===== config.mk =====
export PLATFORM = sky130hd
export DESIGN_NAME = ipd_pwm_actuador_flat
export DESIGN_NICKNAME = d
export VERILOG_FILES = /design/src/rtl/ipd_pwm_actuador_if.sv /design/src/rtl/ipd_pwm_actuador.sv /design/src/flat_wrapper.sv
export SDC_FILE = /design/constraint.sdc
export NUM_CORES = 1
export LEC_CHECK = 0
export ABC_AREA = 1
export CAP_MARGIN = 20
export CORE_MARGIN = 1.5
export CORE_UTILIZATION = 40
export DETAILED_ROUTE_END_ITERATION = 8
export SLEW_MARGIN = 20
export SYNTH_ARGS = -nofsm -noshare
export SYNTH_HDL_FRONTEND = slang
export SYNTH_SLANG_ARGS = --single-unit

===== constraint.sdc =====
create_clock -name clock -period 3.67 [get_ports clock]
set_input_delay 0.9175 -clock clock [delete_from_list [all_inputs] [get_ports clock]]
set_output_delay 0.9175 -clock clock [all_outputs]
set_load 0.01 [all_outputs]

===== src/rtl/ipd_pwm_actuador_if.sv =====
`default_nettype none
// ============================================================================
// Module   : ipd_pwm_actuador_if
// Brief    : Bus between the IPD controller and the PWM actuator stage.
//            master = controller side, slave = actuator side.
// Revision : 1.0 - initial release
// ============================================================================
interface ipd_pwm_actuador_if #(
  parameter int DATA_W = 19,
  parameter int CNT_W  = 16
);
  logic                     u_valid;
  logic signed [DATA_W-1:0] u_in;
  logic                     sample_tick;
  logic                     pwm_out;
  logic                     dir_out;
  logic        [CNT_W-1:0]  duty_q;
  logic                     sat_flag;

  modport master (
    output u_valid, u_in,
    input  sample_tick, pwm_out, dir_out, duty_q, sat_flag
  );

  modport slave (
    input  u_valid, u_in,
    output sample_tick, pwm_out, dir_out, duty_q, sat_flag
  );
endinterface
`default_nettype wire


===== src/rtl/ipd_pwm_actuador.sv =====
`default_nettype none
// ============================================================================
// Module   : ipd_pwm_actuador
// Brief    : Converts the signed IPD controller output into direction plus
//            saturated duty and drives a fixed-period PWM. Emits the sample
//            strobe that enables the controller once per PWM frame group.
//            Optional macro IPD_PWM_DEADTIME_EN inserts one all-low frame on
//            every direction reversal.
// Revision : 1.0 - initial release
// ============================================================================
module ipd_pwm_actuador #(
  parameter int DATA_W     = 19,
  parameter int FRAC_W     = 0,
  parameter int PERIOD     = 1000,
  parameter int CNT_W      = 16,
  parameter int SAMPLE_DIV = 1
) (
  input  logic              clock,
  input  logic              reset,
  ipd_pwm_actuador_if.slave bus
);

  localparam int               PDIV_W      = (SAMPLE_DIV > 1) ? $clog2(SAMPLE_DIV) : 1;
  localparam int               MAG_W       = (DATA_W > CNT_W) ? DATA_W : CNT_W;
  localparam logic [CNT_W-1:0] C_PERIOD    = CNT_W'(PERIOD);
  localparam logic [CNT_W-1:0] C_LAST      = CNT_W'(PERIOD - 1);
  localparam logic [PDIV_W-1:0] C_PDIV_LAST = PDIV_W'(SAMPLE_DIV - 1);
  localparam logic [DATA_W-1:0] C_MOST_NEG = {1'b1, {(DATA_W-1){1'b0}}};
  localparam logic [DATA_W-1:0] C_MOST_POS = {1'b0, {(DATA_W-1){1'b1}}};

  typedef enum logic [0:0] {
    ST_RUN  = 1'b0,
    ST_DEAD = 1'b1
  } state_t;

  state_t              state_q, state_d;
  logic [CNT_W-1:0]    cnt_q, cnt_d;
  logic [PDIV_W-1:0]   pdiv_q, pdiv_d;
  logic [CNT_W-1:0]    shadow_duty_q, shadow_duty_d;
  logic                shadow_dir_q, shadow_dir_d;
  logic                shadow_sat_q, shadow_sat_d;
  logic [CNT_W-1:0]    duty_reg_q, duty_d;
  logic                dir_q, dir_d;
  logic                sat_q, sat_d;
  logic                pwm_q, pwm_d;
  logic                tick_q, tick_d;

  logic                w_wrap;
  logic                w_sign;
  logic [DATA_W-1:0]   w_abs;
  logic [DATA_W-1:0]   w_shifted;
  logic [MAG_W-1:0]    w_mag;
  logic                w_conv_sat;
  logic [CNT_W-1:0]    w_conv_duty;
  logic [CNT_W-1:0]    w_src_duty;
  logic                w_src_dir;
  logic                w_src_sat;
  logic                w_dir_chg;

  // Conversion, shadow capture, frame update and PWM compare for the next edge
  always_comb begin
    w_wrap = (cnt_q == C_LAST);
    cnt_d  = w_wrap ? '0 : cnt_q + CNT_W'(1);
    pdiv_d = pdiv_q;
    if (w_wrap) begin
      pdiv_d = (pdiv_q == C_PDIV_LAST) ? '0 : pdiv_q + PDIV_W'(1);
    end
    tick_d = w_wrap && (pdiv_q == C_PDIV_LAST);

    // Magnitude: the most negative code has no positive twin, clamp it
    w_sign = bus.u_in[DATA_W-1];
    if (!w_sign) begin
      w_abs = bus.u_in;
    end else if (bus.u_in == C_MOST_NEG) begin
      w_abs = C_MOST_POS;
    end else begin
      w_abs = ~bus.u_in + DATA_W'(1);
    end
    w_shifted   = w_abs >> FRAC_W;
    w_mag       = MAG_W'(w_shifted);
    w_conv_sat  = (w_mag > MAG_W'(PERIOD));
    w_conv_duty = w_conv_sat ? C_PERIOD : w_mag[CNT_W-1:0];

    shadow_duty_d = shadow_duty_q;
    shadow_dir_d  = shadow_dir_q;
    shadow_sat_d  = shadow_sat_q;
    if (bus.u_valid) begin
      shadow_duty_d = w_conv_duty;
      shadow_dir_d  = w_sign;
      shadow_sat_d  = w_conv_sat;
    end

    // A strobe on the wrap edge bypasses the shadow so the frame is not lost
    w_src_duty = bus.u_valid ? w_conv_duty : shadow_duty_q;
    w_src_dir  = bus.u_valid ? w_sign      : shadow_dir_q;
    w_src_sat  = bus.u_valid ? w_conv_sat  : shadow_sat_q;

`ifdef IPD_PWM_DEADTIME_EN
    w_dir_chg = (w_src_dir != dir_q);
`else
    w_dir_chg = 1'b0;
`endif

    state_d = state_q;
    duty_d  = (state_q == ST_DEAD) ? '0 : duty_reg_q;
    dir_d   = dir_q;
    sat_d   = sat_q;
    if (w_wrap) begin
      if (w_dir_chg) begin
        state_d = ST_DEAD;
        duty_d  = '0;
        dir_d   = w_src_dir;
        sat_d   = 1'b0;
      end else begin
        state_d = ST_RUN;
        duty_d  = w_src_duty;
        dir_d   = w_src_dir;
        sat_d   = w_src_sat;
      end
    end

    pwm_d = (cnt_d < duty_d);
  end

  // All state and registered outputs; reset wins over every other input
  always_ff @(posedge clock) begin
    if (reset) begin
      state_q       <= ST_RUN;
      cnt_q         <= '0;
      pdiv_q        <= '0;
      shadow_duty_q <= '0;
      shadow_dir_q  <= 1'b0;
      shadow_sat_q  <= 1'b0;
      duty_reg_q    <= '0;
      dir_q         <= 1'b0;
      sat_q         <= 1'b0;
      pwm_q         <= 1'b0;
      tick_q        <= 1'b0;
    end else begin
      state_q       <= state_d;
      cnt_q         <= cnt_d;
      pdiv_q        <= pdiv_d;
      shadow_duty_q <= shadow_duty_d;
      shadow_dir_q  <= shadow_dir_d;
      shadow_sat_q  <= shadow_sat_d;
      duty_reg_q    <= duty_d;
      dir_q         <= dir_d;
      sat_q         <= sat_d;
      pwm_q         <= pwm_d;
      tick_q        <= tick_d;
    end
  end

  assign bus.sample_tick = tick_q;
  assign bus.pwm_out     = pwm_q;
  assign bus.dir_out     = dir_q;
  assign bus.duty_q      = duty_reg_q;
  assign bus.sat_flag    = sat_q;

endmodule
`default_nettype wire

===== src/flat_wrapper.sv =====
// flat-port wrapper written by rule: the top's interface ports become plain ports
module ipd_pwm_actuador_flat 
#(
  parameter int DATA_W     = 19,
  parameter int FRAC_W     = 0,
  parameter int PERIOD     = 1000,
  parameter int CNT_W      = 16,
  parameter int SAMPLE_DIV = 1
)
  (clock, reset, bus_u_valid, bus_u_in, bus_sample_tick, bus_pwm_out, bus_dir_out, bus_duty_q, bus_sat_flag);
  ipd_pwm_actuador_if #(.DATA_W(DATA_W), .CNT_W(CNT_W)) bus_i ();
  input  logic clock;
  input  logic reset;
  input wire logic [$bits(bus_i.u_valid)-1:0] bus_u_valid;
  input wire logic [$bits(bus_i.u_in)-1:0] bus_u_in;
  output wire logic [$bits(bus_i.sample_tick)-1:0] bus_sample_tick;
  output wire logic [$bits(bus_i.pwm_out)-1:0] bus_pwm_out;
  output wire logic [$bits(bus_i.dir_out)-1:0] bus_dir_out;
  output wire logic [$bits(bus_i.duty_q)-1:0] bus_duty_q;
  output wire logic [$bits(bus_i.sat_flag)-1:0] bus_sat_flag;
  assign bus_i.u_valid = bus_u_valid;
  assign bus_i.u_in = bus_u_in;
  assign bus_sample_tick = bus_i.sample_tick;
  assign bus_pwm_out = bus_i.pwm_out;
  assign bus_dir_out = bus_i.dir_out;
  assign bus_duty_q = bus_i.duty_q;
  assign bus_sat_flag = bus_i.sat_flag;
  ipd_pwm_actuador #(.DATA_W(DATA_W), .FRAC_W(FRAC_W), .PERIOD(PERIOD), .CNT_W(CNT_W), .SAMPLE_DIV(SAMPLE_DIV)) u_core (.clock(clock), .reset(reset), .bus(bus_i));
endmodule

; ---- Word-level counts from Yosys, hierarchy flattened
; Cells that the tools add are included.
[totals]
ff_bits = 55
inputBits = 22
output_inout_bits = 20
wordCells = 29
[op_classes]
add_sub_neg = 3
magnitude_cmp = 2
eq_ne = 2
muxes = 9
n_bitwise = 2
reduce_logical = 1
[ops]
columns = operator, count
row1 = two-way mux 16 bit, 4
row2 = two-way mux 19 bit, 2
row3 = "adder 19 x 2 -> 19 bit, second input constant", 1
row4 = "equality test 19 bit, second input constant", 1
row5 = "greater-than comparator 19 x 10 -> 1 bit, second input constant", 1
row6 = inverter 19 bit, 1
row7 = "adder 16 x 1 -> 16 bit, second input constant", 1
row8 = "equality test 16 x 10 -> 1 bit, second input constant", 1
row9 = < comparator 16 bit, 1
row10 = two-way mux 1 bit, 3
row11 = "adder 1 bit, second input constant", 1
row12 = logical AND 1 bit, 1
row13 = inverter 1 bit, 1

; ---- Longest topological paths before layout
; Gate-level depths: netlist of the first run.
[depth]
ltp_word = 9
depth_mapped = 27
depth_no_buf = 27

; ---- Worst setup path after synthesis of the first run
; OpenSTA, ideal clock, no wires.
[synth_timing]
path_kind = input -> register
start = in bus_u_in[0]
end = reg u_core.pwm_q (netlist: u_core.bus.pwm_out)
setup_time_ns = 0.066
arrival_ns = 3.376
t_required_ns = 3.604
slack_ns = 0.228
path_stages = 26
n_path_buf = 1
path_cell_list = inv_1 > ha_1 > nand2_4 > nor2_4 > nand3_2 > buf_6 > nand3_1 > nand2_1 > inv_1 > nand3_1 > nand2_1 > nand2_2 > nand2_2 > inv_4 > nand3_1 > nand2_1 > nand2_1 > o21ai_0 > ha_1 > a21oi_1 > nor2_1 > a211oi_1 > o21ai_0 > nand3_1 > nand3_1 > a21oi_2
[synth_via]
elab_chain_cells = 9
word_cells_on_any_way = 10
classes_between = add/sub: 1 / order compare: 2 / eq/ne: 1 / mux: 5 / bitwise: 1
[synth_lines]
columns = element, line_no
row1 = from (decl), flat_wrapper.sv:15  ; input wire logic [$bits(bus_i.u_in)-1:0] bus_u_in;
row2 = inverter 19 bit, ipd_pwm_actuador.sv:77  ; w_abs = ~bus.u_in + DATA_W'(1);
row3 = adder 19 x 2 -> 19 bit, ipd_pwm_actuador.sv:77
row4 = two-way mux 19 bit, ipd_pwm_actuador.sv:74  ; end else if (bus.u_in == C_MOST_NEG) begin
row5 = two-way mux 19 bit *, ipd_pwm_actuador.sv:72  ; if (!w_sign) begin
row6 = greater-than comparator 19 x 10 -> 1 bit, ipd_pwm_actuador.sv:81  ; w_conv_sat = (w_mag > MAG_W'(PERIOD));
row7 = two-way mux 16 bit *, ipd_pwm_actuador.sv:82  ; w_conv_duty = w_conv_sat ? C_PERIOD : w_mag[CNT_W-1:0];
row8 = two-way mux 16 bit *, ipd_pwm_actuador.sv:94  ; w_src_duty = bus.u_valid ? w_conv_duty : shadow_duty_q;
row9 = two-way mux 16 bit *, ipd_pwm_actuador.sv:108  ; if (w_wrap) begin
row10 = < comparator 16 bit *, ipd_pwm_actuador.sv:122  ; pwm_d = (cnt_d < duty_d);
row11 = to (signal assigned), ipd_pwm_actuador.sv:149  ; pwm_q <= pwm_d;
row12 = to (decl), ipd_pwm_actuador.sv:45  ; logic pwm_q, pwm_d;
; Every way passes the cells marked *; elsewhere a longest branch is shown, timed or not.
; A chain may end at the register's enable or synchronous reset.

; ---- Worst setup path after layout of the first run
[layout_timing]
start = in bus_u_in[8]
end = reg u_core.shadow_duty_q[9]
[layout_via]
elab_chain_cells = 7
word_cells_on_any_way = 8
classes_between = add/sub: 1 / order compare: 1 / eq/ne: 1 / mux: 4 / bitwise: 1
[layout_lines]
columns = element, line_no
row1 = inverter 19 bit, ipd_pwm_actuador.sv:77
row2 = adder 19 x 2 -> 19 bit, ipd_pwm_actuador.sv:77
row3 = two-way mux 19 bit, ipd_pwm_actuador.sv:74
row4 = two-way mux 19 bit *, ipd_pwm_actuador.sv:72
row5 = greater-than comparator 19 x 10 -> 1 bit, ipd_pwm_actuador.sv:81
row6 = two-way mux 16 bit *, ipd_pwm_actuador.sv:82
row7 = two-way mux 16 bit *, --
row8 = to (signal assigned), ipd_pwm_actuador.sv:143  ; shadow_duty_q <= shadow_duty_d;
row9 = to (decl), ipd_pwm_actuador.sv:39  ; logic [CNT_W-1:0] shadow_duty_q, shadow_duty_d;
; Marks and branches as above.

==> results.toml, run 1 <==
[route]
drc = 0
drt_iter0_markers = 184
vias = 3627
drt_first_pass_iters = 5
via_per_inst = 4.93
ant_nets = 0
wl_per_cell_um = 12.8
drt-total-wl_um = 9370

[place]
placed_area_um2 = 4250
dp_hpwl_um = 6730
gp_congestion = 0.851
placed_cells = 704
portBuffers = 41

[power]
p_per_area_nw_per_um2 = 252
peakVddDrop_v = 0.000255
p_leak_nw = 2.30

[global_route]
antenna_found_initial = 0
grtUsageTotal = 0.211
overflow = 0
grt_pass1_wl_um = 14900
grt_max_degree = 54
grt_pass1_vias = 3211

[cells_and_area]
final_nets = 668
num_antenna_cells = 0
area_delta_synth_final_pct = 41.4
stdcell_count = 735
drive_gt1_frac = 0.268
layout_commonest_cell = "nand2_1"
final_cell_mix = "110 x nand2_1, 78 x nor2_1, 77 x buf_4, 62 x inv_1, 54 x dfxtp_1"
final_area_um2 = 4740

[setup_path]
r2r_slack_ps = 740
crit_fanout = 6
required_ps = 3910
arrival_ps = 3730
r2r_cells = 13
start_kind = "primary input"
crit_type = "primary input to register"
cp-end-kind = "register"

[sta]
worst_clock_skew_ps = 11.2
slew_headroom = 0.360
fin_crit_sh = 0.948
finalSetupViolations = 0
hold_viol = 0
final.setup.tns_ps = 0
finalHoldWorstSlack_ps = 452
fin_crit_ps = 3480
fmax_mhz = 287
tightest_slew_ps = 959
drv_slew = 0

[clocking]
cts_root_buf = "clkbuf_8"
clkTransAtPathRegs_ps = 100
clock_path_buffers = 2
h-tree-depth = 2
postCtsHoldBufs = 0
clkSinkCount = 54
numCtsBuffers = 5
cts_tree = "built"
clock_latency_ps = 320

[floorplan]
start_util = 0.410
die_h_um = 94.6
die_area_um2 = 8940
die_w_um = 94.6
placementRows = 33
coreArea_um2 = 8180
io_pins = 42

[synth]
syn-num-nets = 556
seq_area_frac_synth = 0.322
synth_cell_types = 35
ys_seq_elements = 54
synth_warnings = 0
syn_area_um2 = 3350
synth_edf_count = 0
async_flop_share = 0
avgSynthCellArea_um2 = 6.49
synth_ff_type = "dfxtp_1"
syn-instance-count = 517

[worst_hold_path]
holdPathStages = 2
hold_class = "register to register"

[outcome]
outcome = "complete, no violations"

[run]
max_cap_violations = 0
[what timing repair did]
action                                  4_1_cts  5_1_grt
cloned                                        0        1
buffers inserted                              9       13
pin swaps                                    13       37
resized for setup                            24       56
endpoints found under the setup margin        1        2
[flip-flops by register name (all words and copies together), names as in the netlist]
register                flops
u_core.bus.duty_q          16
u_core.cnt_q               16
u_core.shadow_duty_q       16
u_core.bus.dir_out          1
u_core.bus.pwm_out          1
u_core.bus.sample_tick      1
u_core.bus.sat_flag         1
u_core.shadow_dir_q         1
u_core.shadow_sat_q         1
[path summary, 6_finish.rpt]
path | from | end
worst max-delay path | bus_u_in[8] | u_core.shadow_duty_q[9]
worst min-delay path | u_core.shadow_duty_q[13] | u_core.shadow_duty_q[13]
worst min register to register | u_core.shadow_duty_q[13] | u_core.shadow_duty_q[13]
worst max register to register | u_core.cnt_q[0] | u_core.bus.pwm_out
[final cells by class]
type                       count  area [µm²]
multi-input combinational    378        2140
clock buffer                   5        68.8
fill                         806        3430
tap                          105         131
sequential                    54        1080
inverter                      70         265
clock inverter                 3        28.8
timing repair buffer         120        1030
[critical path: stages]
cell           delay (ps)
dlygate4sd2_1         270
nor2_2                130
nand2_2               100
nor2_4                170
buf_4                 140
nand3_2               130
buf_4                 180
nand2_1                60
nor2_1                 40
nand2_2                80
nor2_4                 50
nand2_2                90
inv_4                  60
nand3_2                60
nand2_2                50
buf_4                 120
buf_4                 120
buf_4                 130
buf_4                 130
buf_4                 120
buf_4                 120
buf_4                 120
buf_4                 130
buf_4                 130
nor2_1                 80
[logic make-up (layout without fill, tap and decap cells)]
| logic type | Yosys count | in the layout | synth area share |
|---|---|---|---|
| fa+ha+maj | 17 | 17 | 0.0634 |
| compound gates | 46 | 46 | 0.0765 |
| flops | 54 | 54 | 0.322 |
| xor+xnor | 5 | 5 | 0.0131 |
| simple gates | 309 | 310 | 0.423 |
| buf+inv | 86 | 198 | 0.102 |
[metal layers]
layer  vias up  global-route usage  part of all wire  wire length, µm
li1       1882                   -                 -                -
met1      1663               0.290              0.48             4460
met2        73               0.350              0.48             4460
met3         9              0.0298             0.039              365
met4         0              0.0473             0.010               96
met5         -                   0                 0                0
[through the flow]
step           utilization  total power, mW  worst slack, ps
5_1_grt              0.580             1.25            -28.9
3_3_place_gp         0.520            0.815             -393
2_1_floorplan            -            0.719              228
6_report             0.580             1.20              190
3_5_place_dp         0.520            0.817             -540
4_1_cts              0.547             1.18             2.95
[Yosys cell counts (7+ instances only)]
cell      count  area share
nor4_1        9       0.017
or2_2         8       0.015
clkbuf_1      8      0.0090
nand4_1       8       0.015
nand3_1      39       0.058
dfxtp_1      54        0.32
inv_1        66       0.074
nand3_2       7       0.021
nor3_1       10       0.015
a21oi_1      12       0.018
nor2_2        9       0.017
o21ai_0      21       0.031
ha_1         17       0.063
nor2_1       84       0.094
nand2_1     120        0.13
[where the power goes]
group	switching, mW	leakage (nW)	internal, mW	total [mW]
registers	0.00371	0.438	0.596	0.600
clock network	0.219	0.0502	0.142	0.361
logic	0.121	1.81	0.113	0.234
total	0.344	2.30	0.851	1.20
Power figures use the tool's default switching activity.
==> inputs of run 2 (changes only) <==
--- a/config.mk
+++ b/config.mk
@@ -12,2 +12,3 @@
 export DETAILED_ROUTE_END_ITERATION = 8
+export PLACE_DENSITY = 0.68
 export SLEW_MARGIN = 20
==> constraint.sdc (replaced) <==
create_clock -name clock -period 3.67 [get_ports clock]
set_input_delay 0.734 -clock clock [delete_from_list [all_inputs] [get_ports clock]]
set_output_delay 0.734 -clock clock [all_outputs]
set_load 0.01 [all_outputs]
==> results.toml, run 2 (synthesis gave the netlist of run 1 again) <==
[sta]
slew_headroom = 0.359
worst_clock_skew_ps = 14.3
drv_slew = 0
finalSetupViolations = 0
final.setup.tns_ps = 0
tightest_slew_ps = 961
setup_slack_ps = 182
fin_crit_ps = 3490
hold_viol = 0
fmax_mhz = 287
fin_crit_sh = 0.950

[setup_path]
arrival_ps = 3740
r2r-end = "u_core.bus.pwm_out"
crit_fanout = 7
crit_type = "primary input to register"
cp-end-kind = "register"
reg2reg_from = "u_core.cnt_q[2]"
r2r_cells = 21
r2r_slack_ps = 760
required_ps = 3920
start_kind = "primary input"

[cells_and_area]
drive_gt1_frac = 0.216
fillers = 791
final_nets = 653
final_area_um2 = 4510
layout_commonest_cell = "nand2_1"
stdcell_count = 720
fin_util = 0.552
area_delta_synth_final_pct = 34.6
final_cell_mix = "118 x nand2_1, 78 x nor2_1, 64 x inv_1, 64 x buf_4, 54 x dfxtp_1"
num_antenna_cells = 0

[route]
drc = 0
drt_first_pass_iters = 6
drt-total-wl_um = 8460
ant_nets = 0
vias = 3531
via_per_inst = 4.90
wl_per_cell_um = 11.7
drt_iter0_markers = 170

[global_route]
grt_pass1_vias = 3247
antenna_found_initial = 0
grt_pass1_wl_um = 14200
grtUsageTotal = 0.197
grt_max_degree = 54
overflow = 0

[clocking]
h-tree-depth = 2
clkSinkCount = 54
clock_latency_ps = 320
postCtsHoldBufs = 0
clkTransAtPathRegs_ps = 100
clock_path_buffers = 2
numCtsBuffers = 5
cts_root_buf = "clkbuf_8"
cts_tree = "built"

[power]
peakVddDrop_v = 0.000197
p_leak_nw = 2.12
p_per_area_nw_per_um2 = 258

[floorplan]
die_area_um2 = 8940
coreArea_um2 = 8180
io_pins = 42
start_util = 0.410
die_w_um = 94.6
die_h_um = 94.6
placementRows = 33

[place]
dp_hpwl_um = 6410
placed_area_um2 = 4280
portBuffers = 41
dp_slack_ps = -326
gp_congestion = 0.880
placed_cells = 707

[run]
max_cap_violations = 0

[worst_hold_path]
hold_class = "register to register"
min_from = "u_core.shadow_duty_q[14]"
hold_end = "u_core.shadow_duty_q[14]"
holdPathStages = 2

[outcome]
outcome = "complete, no violations"
[run 2: cell types whose count changed in the layout (fill, tap and decap cells not counted), sizes merged]
cell           delta
clkdlybuf4s50    +13
buf              -14
clkbuf            -2
dlymetal6s2s      -8
nand3             -1
clkdlybuf4s15     -1
dlygate4sd2       -2
[run 2: through the flow]
stage	hold slack [ps]	total power, mW
global placement	439	0.813
global route	484	1.23
detailed placement	443	0.816
finish	454	1.16
CTS	458	1.17
floorplan	426	0.719
[run 2: worst max-delay path: stages]
cell and delay (ps):
clkdlybuf4s50_1 430, nor2_2 150, buf_4 130, nand2_1 70, buf_4 140, inv_1 40
nand2_1 50, nand3_1 90, nand2_1 70, nor2_2 120, nor2_1 50, nand3_1 60
nand2_1 60, nand2_2 70, nand2_2 70, inv_4 80, nand3_1 70, nand2_1 90
nand2_1 70, o21ai_2 100, ha_4 240, a21oi_2 150, nor2_1 60, a211oi_2 190
o21ai_1 80, nand3_1 70, nand3_1 80, a21oi_2 100
[run 2: worst max-delay path by stage]
stage / start / slack [ps] / end / depth (start not counted)
after global placement: bus_u_in[0] / -230 / u_core.bus.pwm_out / 27
final: bus_u_in[7] / 180 / u_core.bus.pwm_out / 28
after detailed placement: bus_u_in[0] / -330 / u_core.bus.pwm_out / 27
after global routing: bus_u_in[7] / -70 / u_core.bus.pwm_out / 28
after CTS: bus_u_in[0] / 0.4 / u_core.bus.pwm_out / 27
after floorplan: bus_u_in[0] / 410 / u_core.bus.pwm_out / 26
[run 2: per-layer routing]
metal,wire (µm),global-route usage
met1,4080,0.263
met4,72,0.0323
met3,395,0.0322
met2,3910,0.338
met5,0,0
[run 2: report_power, final]
group	total (mW)	internal [mW]	switching (mW)	leakage, nW
logic	0.209	0.101	0.108	1.63
clock network	0.355	0.142	0.213	0.0502
registers	0.601	0.596	0.00416	0.438
total	1.16	0.839	0.325	2.12
[run 2: repair_timing]
item	in CTS	in global routing
buffers inserted	0	5
endpoints found under the setup margin	0	1
resized for setup	0	30
[run 2: final cells by class]
| class | count | area, µm² | share of cell area |
|---|---|---|---|
| Clock buffer | 5 | 68.8 | 0.0152 |
| Inverter | 70 | 265 | 0.0588 |
| Tap cell | 105 | 131 | 0.0291 |
| Timing Repair Buffer | 106 | 921 | 0.204 |
| Sequential cell | 54 | 1080 | 0.239 |
| Clock inverter | 3 | 28.8 | 0.00637 |
| Multi-Input combinational cell | 377 | 2020 | 0.447 |
==> inputs of run 3 (changes only) <==
Settings changed: CAP_MARGIN 20 to 15.
==> results of run 3 <==
The final DEF is identical to that of run 2; final timing and power are the same.
